[config.mk]
export PLATFORM = sky130hd
export DESIGN_NAME = fetch_unit
export DESIGN_NICKNAME = d
export VERILOG_FILES = /design/src/rtl/fetch_pkg.sv /design/src/rtl/fetch_fifo.sv /design/src/rtl/fetch_unit.sv
export SDC_FILE = /design/constraint.sdc
export NUM_CORES = 1
export LEC_CHECK = 0
export CORE_ASPECT_RATIO = 0.7
export CORE_MARGIN = 3
export CORE_UTILIZATION = 48
export CTS_BUF_LIST = sky130_fd_sc_hd__clkbuf_8
export CTS_CLUSTER_SIZE = 20
export DETAILED_ROUTE_END_ITERATION = 8
export PLACE_DENSITY = 0.78
export REMOVE_ABC_BUFFERS = 1
export SYNTH_ARGS = -nofsm -noshare
export SYNTH_HDL_FRONTEND = slang
export SYNTH_SLANG_ARGS = --single-unit
[constraint.sdc]
create_clock -name clk -period 4.4 [get_ports clk]
set_input_delay 0.88 -clock clk [delete_from_list [all_inputs] [get_ports clk]]
set_output_delay 0.88 -clock clk [all_outputs]
set_load 0.03 [all_outputs]
[src/rtl/fetch_pkg.sv]
// rtl/fetch_pkg.sv - shared widths and FIFO entry type for the fetch stage
package fetch_pkg;

    localparam int ADDR_W  = 16;
    localparam int INSTR_W = 16;

    typedef struct packed {
        logic [ADDR_W-1:0]  pc;
        logic [INSTR_W-1:0] instr;
    } fetch_entry_t;

endpackage

[src/rtl/fetch_fifo.sv]
// rtl/fetch_fifo.sv - small in-order skid FIFO of {pc, instr} with a registered head
module fetch_fifo
    import fetch_pkg::*;
#(
    parameter int  DEPTH = 2,
    localparam int OCC_W = $clog2(DEPTH + 1)
) (
    input  logic             clk,
    input  logic             reset,
    input  logic             push,
    input  fetch_entry_t     push_data,
    input  logic             pop,
    input  logic             flush,
    output logic [OCC_W-1:0] occ,
    output logic             head_valid,
    output fetch_entry_t     head
);

    // Entry 0 is always the head, so the head output is a plain register
    fetch_entry_t     r_mem [DEPTH];
    fetch_entry_t     w_up  [DEPTH];
    logic [OCC_W-1:0] r_occ;
    logic             r_valid;
    logic [OCC_W-1:0] w_wr_idx;
    logic [OCC_W-1:0] w_occ_next;

    // Each slot's successor, used when a pop shifts the queue towards the head
    always_comb begin
        for (int i = 0; i < DEPTH; i++) w_up[i] = r_mem[i];
        for (int i = 0; i < DEPTH - 1; i++) w_up[i] = r_mem[i + 1];
    end

    assign w_wr_idx   = r_occ - OCC_W'(pop);
    assign w_occ_next = r_occ + OCC_W'(push) - OCC_W'(pop);

    // Storage and occupancy; flush drops everything but leaves the head data untouched
    always_ff @(posedge clk) begin
        if (reset) begin
            r_occ   <= '0;
            r_valid <= 1'b0;
            for (int i = 0; i < DEPTH; i++) r_mem[i] <= '0;
        end else if (flush) begin
            r_occ   <= '0;
            r_valid <= 1'b0;
        end else begin
            r_occ   <= w_occ_next;
            r_valid <= (w_occ_next != '0);
            for (int i = 0; i < DEPTH; i++) begin
                if (push && w_wr_idx == OCC_W'(i))
                    r_mem[i] <= push_data;
                else if (pop && OCC_W'(i + 1) < r_occ)
                    r_mem[i] <= w_up[i];
            end
        end
    end

    // The issue logic upstream must never let a push land on a full queue
    always_ff @(posedge clk) begin
        if (!reset && !flush && push && !pop)
            assert (r_occ < OCC_W'(DEPTH));
    end

    assign occ        = r_occ;
    assign head_valid = r_valid;
    assign head       = r_mem[0];

endmodule

[src/rtl/fetch_unit.sv]
// rtl/fetch_unit.sv - instruction fetch: PC, ROM latency absorption, redirect and range check
module fetch_unit
    import fetch_pkg::*;
#(
    parameter logic [15:0] RESET_PC    = 16'h0000,
    parameter int          MEMORY_SIZE = 100,
    parameter int          BUF_DEPTH   = 2
) (
    input  logic        clk,
    input  logic        reset,
    input  logic        fetch_enable,
    output logic [15:0] rom_address,
    input  logic [15:0] rom_instruction,
    input  logic        redirect_valid,
    input  logic [15:0] redirect_pc,
    output logic        inst_valid,
    input  logic        inst_ready,
    output logic [15:0] inst_data,
    output logic [15:0] inst_pc,
    output logic        fetch_error
);

    localparam int                OCC_W      = $clog2(BUF_DEPTH + 1);
    localparam logic [ADDR_W:0]   MEM_SIZE_W = (ADDR_W + 1)'(MEMORY_SIZE);
    localparam logic [ADDR_W-1:0] LAST_PC    = ADDR_W'(MEMORY_SIZE - 1);
    localparam logic [OCC_W:0]    DEPTH_W    = (OCC_W + 1)'(BUF_DEPTH);

    logic [ADDR_W-1:0] r_pc;
    logic [ADDR_W-1:0] r_inflight_pc;
    logic              r_inflight;
    logic              r_error;

    logic [ADDR_W-1:0] w_next_pc;
    logic              w_pop;
    logic              w_issue;
    logic              w_pc_oob;
    logic              w_range_fail;
    logic              w_redirect_ok;
    logic              w_head_valid;
    logic [OCC_W-1:0]  w_occ;
    logic [OCC_W:0]    w_level;
    fetch_entry_t      w_push_data;
    fetch_entry_t      w_head;

    // Slots committed after this cycle: queued + returning from ROM - leaving now
    assign w_pop         = w_head_valid & inst_ready;
    assign w_level       = {1'b0, w_occ} + {{OCC_W{1'b0}}, r_inflight} - {{OCC_W{1'b0}}, w_pop};
    assign w_pc_oob      = {1'b0, r_pc} >= MEM_SIZE_W;
    assign w_redirect_ok = {1'b0, redirect_pc} < MEM_SIZE_W;
    assign w_range_fail  = fetch_enable & ~redirect_valid & ~r_error & w_pc_oob;
    assign w_issue       = fetch_enable & ~r_error & ~redirect_valid & ~w_pc_oob
                         & (w_level < DEPTH_W);
    assign w_next_pc     = (r_pc == LAST_PC) ? '0 : r_pc + ADDR_W'(1);
    assign w_push_data   = '{pc: r_inflight_pc, instr: rom_instruction};

    // PC, in-flight tracking and the sticky range error; redirect outranks issue
    always_ff @(posedge clk) begin
        if (reset) begin
            r_pc          <= RESET_PC;
            r_inflight    <= 1'b0;
            r_inflight_pc <= '0;
            r_error       <= 1'b0;
        end else if (redirect_valid) begin
            r_pc       <= redirect_pc;
            r_inflight <= 1'b0;
            if (w_redirect_ok) r_error <= 1'b0;
        end else begin
            r_inflight <= w_issue;
            if (w_issue) begin
                r_inflight_pc <= r_pc;
                r_pc          <= w_next_pc;
            end
            if (w_range_fail) r_error <= 1'b1;
        end
    end

    fetch_fifo #(
        .DEPTH(BUF_DEPTH)
    ) u_fifo (
        .clk       (clk),
        .reset     (reset),
        .push      (r_inflight),
        .push_data (w_push_data),
        .pop       (w_pop),
        .flush     (redirect_valid),
        .occ       (w_occ),
        .head_valid(w_head_valid),
        .head      (w_head)
    );

    assign rom_address = r_pc;
    assign inst_valid  = w_head_valid;
    assign inst_data   = w_head.instr;
    assign inst_pc     = w_head.pc;
    assign fetch_error = r_error;

endmodule

==> impl_results.md, run 1 <==
- Clock Latency Late Sink: 0.37 ns
- Critical path capture point type: register
- Max-cap viol count: 0
- Initial DRC count: 285
- Setup Skew: 0.01738 ns
- Clock-pin slew on the worst setup and hold paths: 0.08 ns
- Final worst path period share: 83.68%
- Final Hold Viols: 0
- Top_reg_cell synth: edfxtp_1
- Core area: 0.008548 mm²
- Total power per unit cell area: 329.9 mW/mm²
- Met1 Use GR: 26.32%
- Post-synth EDFFs: 64
- Routed vias: 3240
- Cells after Synth: 393
- M3 GR Usage: 6.529%
- Initial antenna violation count: 0
- Avg Inst Size Synth: 10.89 µm²
- Tot GR Track Use: 18.81%
- Total grt overflow: 0
- Worst setup SP type: primary input
- Routed len/inst: 15.72 µm
- GR Util met2: 28.71%
- Post-CTS Resized: 0
- CTS Buffer Depth: 2
- Cell variety after synth: 42
- Layout cells sized above 1: 6.472%
- Gpl congestion: 0.7835
- Total chip power: 1.801 mW
- Synth top cells by count: nand2_1 (72), edfxtp_1 (64), a21oi_1 (41), and2_1 (37), dfxtp_1 (37)
- F_max: 271.6 MHz
- Detailed Route WL: 9.414 mm
- Post-synthesis mux area share: 2.338%
- Leak pwr: 1.938 nW
- Vias in the first global route: 3122
- Multi-input logic area: 0.001524 mm²
- Most frequent cell after synthesis: nand2_1
- Syn. warnings: 0
- Synth top area cells: edfxtp_1 (45%), dfxtp_1 (17%), nand2_1 (6.3%)
- Post-Synth Simple-Gate Area: 19.09%
- TritonRoute pass-1 iters: 4
- Final worst path period need: 3.682 ns
- Filler cells: 714
- Area growth from synthesis to layout: 27.57%
- Crit Path Class: in -> reg
- Post-Synth Adder-Cell Area: 1.637%
- FF/Latch Area: 0.002663 mm²
- Post-CTS Hold Fix Bufs: 0
- Hold crit path type: reg -> reg
- DRC violations left: 0
- Min Hold Slack: 0.4877 ns
- Yosys reg bits: 101
- CTS H-tree depth: 3
- Unrepaired setup endpoints after global routing: no
- Die area: 0.01010 mm²
- Share of the yosys chip area belonging to registers: 62.20%
- CTS tree: done
- N_diodes: 0
- Antenna-violating nets left: 0
- Async SR Flop Fraction: 0%
- Worst r2r path cells: 9
- FP Rows: 28
- Yosys top cell by area: edfxtp_1
- CTS Buf Count: 9
- Worst-margin pin slew: 1.240 ns
- Post-synthesis compound-gate area fraction: 11.31%
- NumNets Final: 516
- Die Height: 85.01 µm
- Setup total negative slack: 0 ns
- Largest net degree at the start of global routing: 33
- Worst VDD drop: 0.1317 mV
- Root Buffer: clkbuf_8
- Hold depth: 2
- CP arrival: 3.94 ns
- Buffers on Ports: 86
- Fin. max-slew vios: 0
- Status: finished clean
- Critical path fanouts, max: 10
- WP data required: 4.66 ns
- Syn Std Cell Area: 0.004280 mm²
- Postcts setup bufs: 0
- CTS sink cnt: 101
- Vias per inst: 5.409
- Synth Area in XOR/XNOR: 0.4092%
- Initial Utilization: 50.07%
- Dpl hpwl: 6.104 mm
- First-pass GRT wire length: 15.52 mm
- Yosys top cell area share: 44.90%
- Main combinational cell family by area after synthesis: simple AND/OR/NAND/NOR gates
- Relative max-transition margin: 17.37%
- I/O pin count: 87
- Global routing's busiest layer: met2
- Final setup viols: 0
- Chip width: 118.9 µm
==> cell type report <==
| cell class | instances | share of cell area [%] |
|---|---|---|
| inverter | 8 | 0.5500 |
| tap | 120 | 2.750 |
| clock inverter | 7 | 1.031 |
| multi-input combinational | 261 | 27.91 |
| sequential | 101 | 48.76 |
| timing repair buffer | 93 | 16.73 |
| clock buffer | 9 | 2.269 |
==> where the power goes <==
group          total [mW]  internal (mW)  switching (mW)
clock network       0.537          0.212           0.324
logic               0.205         0.0871           0.118
registers            1.06           1.04          0.0228
total                1.80           1.34           0.465
==> placed cells by master, fill, tap and decap left out, types with 6 or more instances in the layout <==
cell and instances:
o211ai_1 11, clkdlybuf4s50_1 86, a31oi_1 6, edfxtp_1 64, nor2_1 14, and2_1 37
o21ai_0 7, and3_1 11, a21oi_1 41, nand2_1 72, buf_4 7, nand3_1 13
mux2i_1 10, inv_1 9, dfxtp_1 37, clkbuf_8 9
==> state kept, by name (all words and copies together) (netlist names) <==
| register | cells |
|---|---|
| u_fifo.r_mem | 64 |
| r_inflight | 1 |
| r_inflight_pc | 16 |
| rom_address | 16 |
| fetch_error | 1 |
| u_fifo.occ | 2 |
| u_fifo.head_valid | 1 |
==> critical path, cell delays in order <==
cell,delay [ns]
clkdlybuf4s50_1,0.41
and2_1,0.19
xnor2_1,0.34
inv_1,0.09
ha_1,0.21
fa_1,0.47
or4b_4,0.53
nor3_1,0.20
nand4_1,0.31
and3_1,0.32
==> per-layer routing <==
metal	share of wire (%)	up-vias
met2	44	133
li1	-	1561
met1	47	1537
met5	0	-
met3	8.1	9
met4	0.70	0
==> per-stage QoR <==
stage	cell area, µm²	utilization [%]	instances	setup WS [ns]
finish	5460	63.88	599	0.7182
global route	5460	63.88	599	0.4876
CTS	5460	63.88	599	0.7059
detailed placement	5280	61.77	583	0.3332
global placement	5280	61.77	583	0.4637
floorplan	4182	-	370	-0.1117
==> path summary, 6_finish.rpt <==
path                     startpoint                 to  slack (ns)
setup / recovery         inst_ready  r_inflight_pc[11]        0.72
hold / removal     r_inflight_pc[2]   r_inflight_pc[2]        0.49
setup reg to reg  u_fifo.head_valid  r_inflight_pc[11]        1.31
hold reg to reg    r_inflight_pc[2]   r_inflight_pc[2]        0.49
==> kinds of logic after synthesis <==
logic type	count (synthesis)
xor+xnor	2
mux	10
compound gates	79
flops	101
simple gates	165
fa+ha+maj	5
buf+inv	31
Power figures use the tool's default switching activity.
==> inputs of run 2 (changes only) <==
Clock period 4.4 ns to 3 ns, I/O delays scaled along.
==> run 2 against run 1 <==
Net effect: global-route usage grew 1.1 points; wire length grew 2.4%; clock power is 48% higher; register-to-register slack got worse by 1.0 ns; first-iteration DRC count shrank 20%; non-clock buffer count is 11 higher; final area grew 3.0%; largest cell class unchanged; utilization grew 1.9 points.
==> impl_results.md, run 2 (synthesis gave the netlist of run 1 again) <==
- Status: finished clean
- Clock Latency Late Sink: 0.36 ns
- Routed len/inst: 15.78 µm
- Relative max-transition margin: 44.09%
- Commonest cells after routing, fill and taps aside: clkdlybuf4s50_1 (85), nand2_1 (72), edfxtp_1 (64)
- CTS Buf Count: 9
- Initial antenna violation count: 0
- CTS sink cnt: 101
- Die Height: 85.01 µm
- Antenna-violating nets left: 0
- Max-cap viol count: 0
- WP data required: 3.26 ns
- Critical path capture point type: register
- Core area: 0.008548 mm²
- Final worst path period need: 2.833 ns
- Unrepaired setup endpoints after global routing: no
- CTS tree: done
- Vias per inst: 5.434
- Final setup viols: 0
- Layout Utilization: 65.76%
- Pre-CTS setup slack: -0.4269 ns
- Initial DRC count: 228
- FP Rows: 28
- Total grt overflow: 0
- Dpl hpwl: 6.517 mm
- Die area: 0.01010 mm²
- Detailed Route WL: 9.643 mm
- Buffers on Ports: 86
- Top reg by flops: u_fifo.r_mem
- Post-CTS Hold Fix Bufs: 0
- Logic pwr share: 11.9%
- Root Buffer: clkbuf_8
- First-pass GRT wire length: 16.24 mm
- Delay-heaviest family, CP: simple AND/OR/NAND/NOR gates
- Clock-pin slew on the worst setup and hold paths: 0.09 ns
- Internal: 1.971 mW
- Clock Power Share: 29.8%
- Design Area, Final: 0.005622 mm²
- Fin. max-slew vios: 0
- CTS H-tree depth: 3
- Worst VDD drop: 0.2011 mV
- Leak pwr: 2.016 nW
- Post-DP Area: 0.005405 mm²
- TritonRoute pass-1 iters: 4
- Hold crit path type: reg -> reg
- Area growth from synthesis to layout: 31.34%
- Largest net degree at the start of global routing: 33
- CP arrival: 3.09 ns
- Tot GR Track Use: 19.87%
- Vias in the first global route: 3395
- Gpl congestion: 0.7947
- FF/Latch Area: 0.002663 mm²
- Worst setup SP type: primary input
- NumNets Final: 528
- CP max stage delay: 0.58 ns
- Critical path cell sequence: dlygate4sd2_1 > and2_4 > xnor2_2 > inv_1 > ha_2 > fa_1 > or4b_4 > nor3_2 > nand4_1 > buf_2 > and3_1
- DRC violations left: 0
- Chip width: 118.9 µm
- Net switching power: 691.7 µW
- Total power per unit cell area: 473.7 mW/mm²
- Most common cell after layout, fill and taps aside: clkdlybuf4s50_1
- Final Hold Viols: 0
- Setup Skew: 0.01834 ns
- Initial Utilization: 50.07%
- CTS Buffer Depth: 2
- Max reg flops: 64
- Crit Path Class: in -> reg
- Critical path buffer and inverter count: 3
- Final worst path period share: 94.43%
- Crit path max-delay cell type: or4b_4
- I/O pin count: 87
- Critical path fanouts, max: 5
- Layout cells sized above 1: 9.572%
- Worst-margin pin slew: 0.8309 ns
- Final WS setup: 0.1672 ns
- Multi-input logic area: 0.001550 mm²
- Sw frac: 25.97%
- Routed vias: 3320
- N_diodes: 0
- Filler cells: 712
- Sequential power share: 58.3%
- F_max: 353.0 MHz
run 2: timing repair:
action | 4_1_cts | 5_1_grt
hold endpoints to repair | 0 | 0
setup endpoints to repair | 14 | 0
buffers inserted | 0 | 0
resized for setup | 7 | 0
run 2: cell type report:
type                    count  share of cell area, %
repair buffers            104                  18.61
well taps                 120                  2.671
multi-input cells         262                  27.58
clock buffers               9                  2.203
inverters                   8                 0.5342
clock inverters             7                  1.046
flip-flops and latches    101                  47.36
run 2: routing by layer:
metal	up-vias	part of all wire, %	global-route usage [%]
met1	1597	45	25.82
met4	0	0.96	5.783
met5	-	0	0
met2	129	46	31.80
met3	13	8.0	7.062
li1	1581	-	-
run 2: final timing paths:
path,from,end,slack (ns),cells past startpoint
worst max-delay path,inst_ready,r_inflight_pc[11],0.17,11
worst min-delay path,r_inflight_pc[2],r_inflight_pc[2],0.50,2
worst max register to register,u_fifo.head_valid,r_inflight_pc[11],0.29,10
worst min register to register,r_inflight_pc[2],r_inflight_pc[2],0.50,2
run 2: through the flow:
stage / cells / power, mW / hold slack (ns) / setup TNS, ns
after floorplan: 370 / 1.724 / 0.4521 / -76.83
after global placement: 593 / 1.887 / 0.4732 / -7.761
after detailed placement: 593 / 1.896 / 0.4850 / -9.151
after CTS: 611 / 2.689 / 0.5007 / 0
after global routing: 611 / 2.776 / 0.5163 / 0
final: 611 / 2.663 / 0.4989 / 0
run 2: power by group through the flow:
stage	registers (mW)	clock network, mW	logic (mW)
2_1_floorplan	1.64	0	0.0799
3_3_place_gp	1.58	0	0.305
3_5_place_dp	1.58	0	0.312
4_1_cts	1.55	0.820	0.317
5_1_grt	1.56	0.879	0.337
6_report	1.55	0.794	0.316
run 2: tightest hold or removal path, cell delays in order, from the launching register on:
cell and delay, ns:
dfxtp_1 0.33, o21ai_0 0.07, a21oi_1 0.06
==> inputs of run 3 (changes only) <==
Settings changed: CORE_UTILIZATION 48 to 26, PLACE_DENSITY 0.78 to not set, SYNTH_HIERARCHICAL set to 1.
==> run 3 against run 2 <==
Net effect: non-clock buffer count shrank 4; sequential share of layout area is 2.3 points lower; utilization fell by 30 points; worst hold slack worse by 0.026 ns; sequential cell count stayed put; clock skew barely moved; clock power grew 9.8%; register-to-register slack better by 0.12 ns; cell count rose by 17%; worst setup slack worse by 0.075 ns; die area increased by 85%; combinational power is essentially flat.
==> impl_results.md, run 3 <==
- Status: finished clean
- Unrepaired setup endpoints after global routing: no
- Routed vias: 3373
- CTS sink cnt: 101
- CP arrival: 3.21 ns
- Crit Path Class: in -> reg
- Share of the yosys chip area belonging to registers: 59.91%
- Most common cell after layout, fill and taps aside: clkdlybuf4s50_1
- Initial antenna violation count: 0
- Detailed Route WL: 11.31 mm
- Routed len/inst: 15.81 µm
- Final WS setup: 0.09176 ns
- Syn. warnings: 6
- Synth top area cells: edfxtp_1 (43%), dfxtp_1 (17%), and2_1 (6.6%)
- Avg Inst Size Synth: 11.11 µm²
- First-pass GRT wire length: 18.26 mm
- Met3 wire length: 687 µm
- Yosys top cell by area: edfxtp_1
- Gpl congestion: 0.8003
- Dpl hpwl: 7.280 mm
- Leak pwr: 2.041 nW
- Area growth from synthesis to layout: 33.02%
- Final Hold Viols: 0
- Clock Latency Late Sink: 0.38 ns
- Filler cells: 1597
- Post-synth EDFFs: 64
- NumNets Final: 528
- Largest net degree at the start of global routing: 33
- Pre-CTS setup slack: -0.4060 ns
- Fin. max-slew vios: 0
- Critical path fanouts, max: 5
- Vias in the first global route: 3469
- Top_reg_cell synth: edfxtp_1
- Cell variety after synth: 51
- DP Cell Count: 699
- Die area: 0.01872 mm²
- Final setup viols: 0
- Worst VDD drop: 0.1914 mV
- CTS tree: done
- Initial Utilization: 26.87%
- Core area: 0.01654 mm²
- FP Rows: 39
- Top routing layer used: met4
- Top reg by flops: u_fifo/r_mem
- Final worst path period need: 2.908 ns
- I/O pin count: 87
- TritonRoute pass-1 iters: 5
- Critical path capture point type: register
- Layout cells sized above 1: 9.592%
- Clock-pin slew on the worst setup and hold paths: 0.11 ns
- Initial DRC count: 253
- Async SR Flop Fraction: 0%
- Post-CTS Hold Fix Bufs: 0
- CTS Buffer Depth: 2
- CTS H-tree depth: 3
- Vias per inst: 4.717
- F_max: 343.9 MHz
- FF/Latch Area: 0.002663 mm²
- Tot GR Track Use: 12.34%
- Total power per unit cell area: 464.1 mW/mm²
- Synth top cells by count: edfxtp_1 (64), and2_1 (47), a21oi_1 (43), nand3_1 (43), dfxtp_1 (37)
- Finished Layout Cells: 715
- Most frequent cell after synthesis: edfxtp_1
- Yosys top cell area share: 43.24%
- Cells after Synth: 400
- Final worst path period share: 96.94%
- Die Height: 115.4 µm
- Setup total negative slack: 0 ns
- Total grt overflow: 0
- CTS Buf Count: 9
- Hold crit path type: reg -> reg
- WP data required: 3.30 ns
- Commonest cells after routing, fill and taps aside: clkdlybuf4s50_1 (86), edfxtp_1 (64), and2_1 (46)
- Multi-input logic area: 0.001723 mm²
- Buffers on Ports: 86
- Worst-margin pin slew: 0.5680 ns
- Setup Skew: 0.01841 ns
- DRC violations left: 0
- Met1 Wirelength: 5.033 mm
- Antenna-violating nets left: 0
- Max reg flops: 64
- Max-cap viol count: 0
- Root Buffer: clkbuf_8
- Relative max-transition margin: 62.14%
- Met2 WL post-DR: 5.413 mm
- Yosys reg bits: 101
- Syn Std Cell Area: 0.004444 mm²
- N_diodes: 0
- Chip width: 162.3 µm
- Worst setup SP type: primary input
## run 3: through the flow
| step | total power [mW] | util [%] | instance area, µm² | hold WS (ns) |
|---|---|---|---|---|
| floorplan | 1.723 | - | 4329 | 0.4307 |
| global placement | 1.893 | 34.23 | 5662 | 0.4513 |
| detailed placement | 1.899 | 34.23 | 5662 | 0.4564 |
| CTS | 2.779 | 35.47 | 5868 | 0.4772 |
| global route | 2.850 | 35.74 | 5912 | 0.4955 |
| finish | 2.743 | 35.74 | 5912 | 0.4733 |
## run 3: worst max-delay path, cell delays in order
cell and delay (ns):
clkdlybuf4s50_1 0.41, and2_4 0.15, ha_1 0.28, nand2b_1 0.15, fa_2 0.34, xor2_1 0.19
nor4b_4 0.32, nand2_2 0.09, or3_4 0.40, o311ai_4 0.27
## run 3: repair_timing
action / 4_1_cts / 5_1_grt
pin swaps: 1 / 4
setup buffers: 0 / 0
gates resized for setup: 1 / 7
setup endpoints to repair: 2 / 6
## run 3: power by group
part           switching (mW)  internal [mW]  total, mW
registers              0.0330           1.52       1.55
clock network           0.479          0.393      0.872
logic                   0.174          0.145      0.319
## run 3: metal layers
| metal | vias to the layer above | global-route usage [%] |
|---|---|---|
| met5 | - | 0 |
| met4 | 0 | 3.693 |
| met3 | 16 | 3.997 |
| met2 | 88 | 20.56 |
| met1 | 1645 | 15.42 |
| li1 | 1624 | - |
## run 3: cell families (layout without fill, tap and decap cells)
logic type	count (synthesis)	in the layout	synth area share, %
flip-flops	101	101	59.91
buffers and inverters	34	124	3.266
XOR/XNOR	3	3	0.5913
multiplexers	10	10	2.280
adder cells (fa/ha/maj)	6	6	1.858
AO/OA/AOI/OAI	95	95	12.50
AND/OR/NAND/NOR	151	151	19.59
## run 3: worst paths after layout
path | startpoint | endpoint | slack, ns | cells after the start
hold reg to reg | r_inflight_pc[1] | r_inflight_pc[1] | 0.47 | 2
setup / recovery | inst_ready | rom_address[3] | 0.09 | 10
setup reg to reg | u_fifo/head_valid | rom_address[3] | 0.41 | 9
hold / removal | r_inflight_pc[1] | r_inflight_pc[1] | 0.47 | 2
## run 3: final cells by class
| cell class | count | area share, % |
|---|---|---|
| Clock buffer | 9 | 2.095 |
| Clock inverter | 7 | 1.270 |
| Inverter | 8 | 0.5079 |
| Multi-Input combinational cell | 265 | 29.14 |
| Sequential cell | 101 | 45.04 |
| Tap cell | 225 | 4.762 |
| Timing Repair Buffer | 100 | 17.19 |
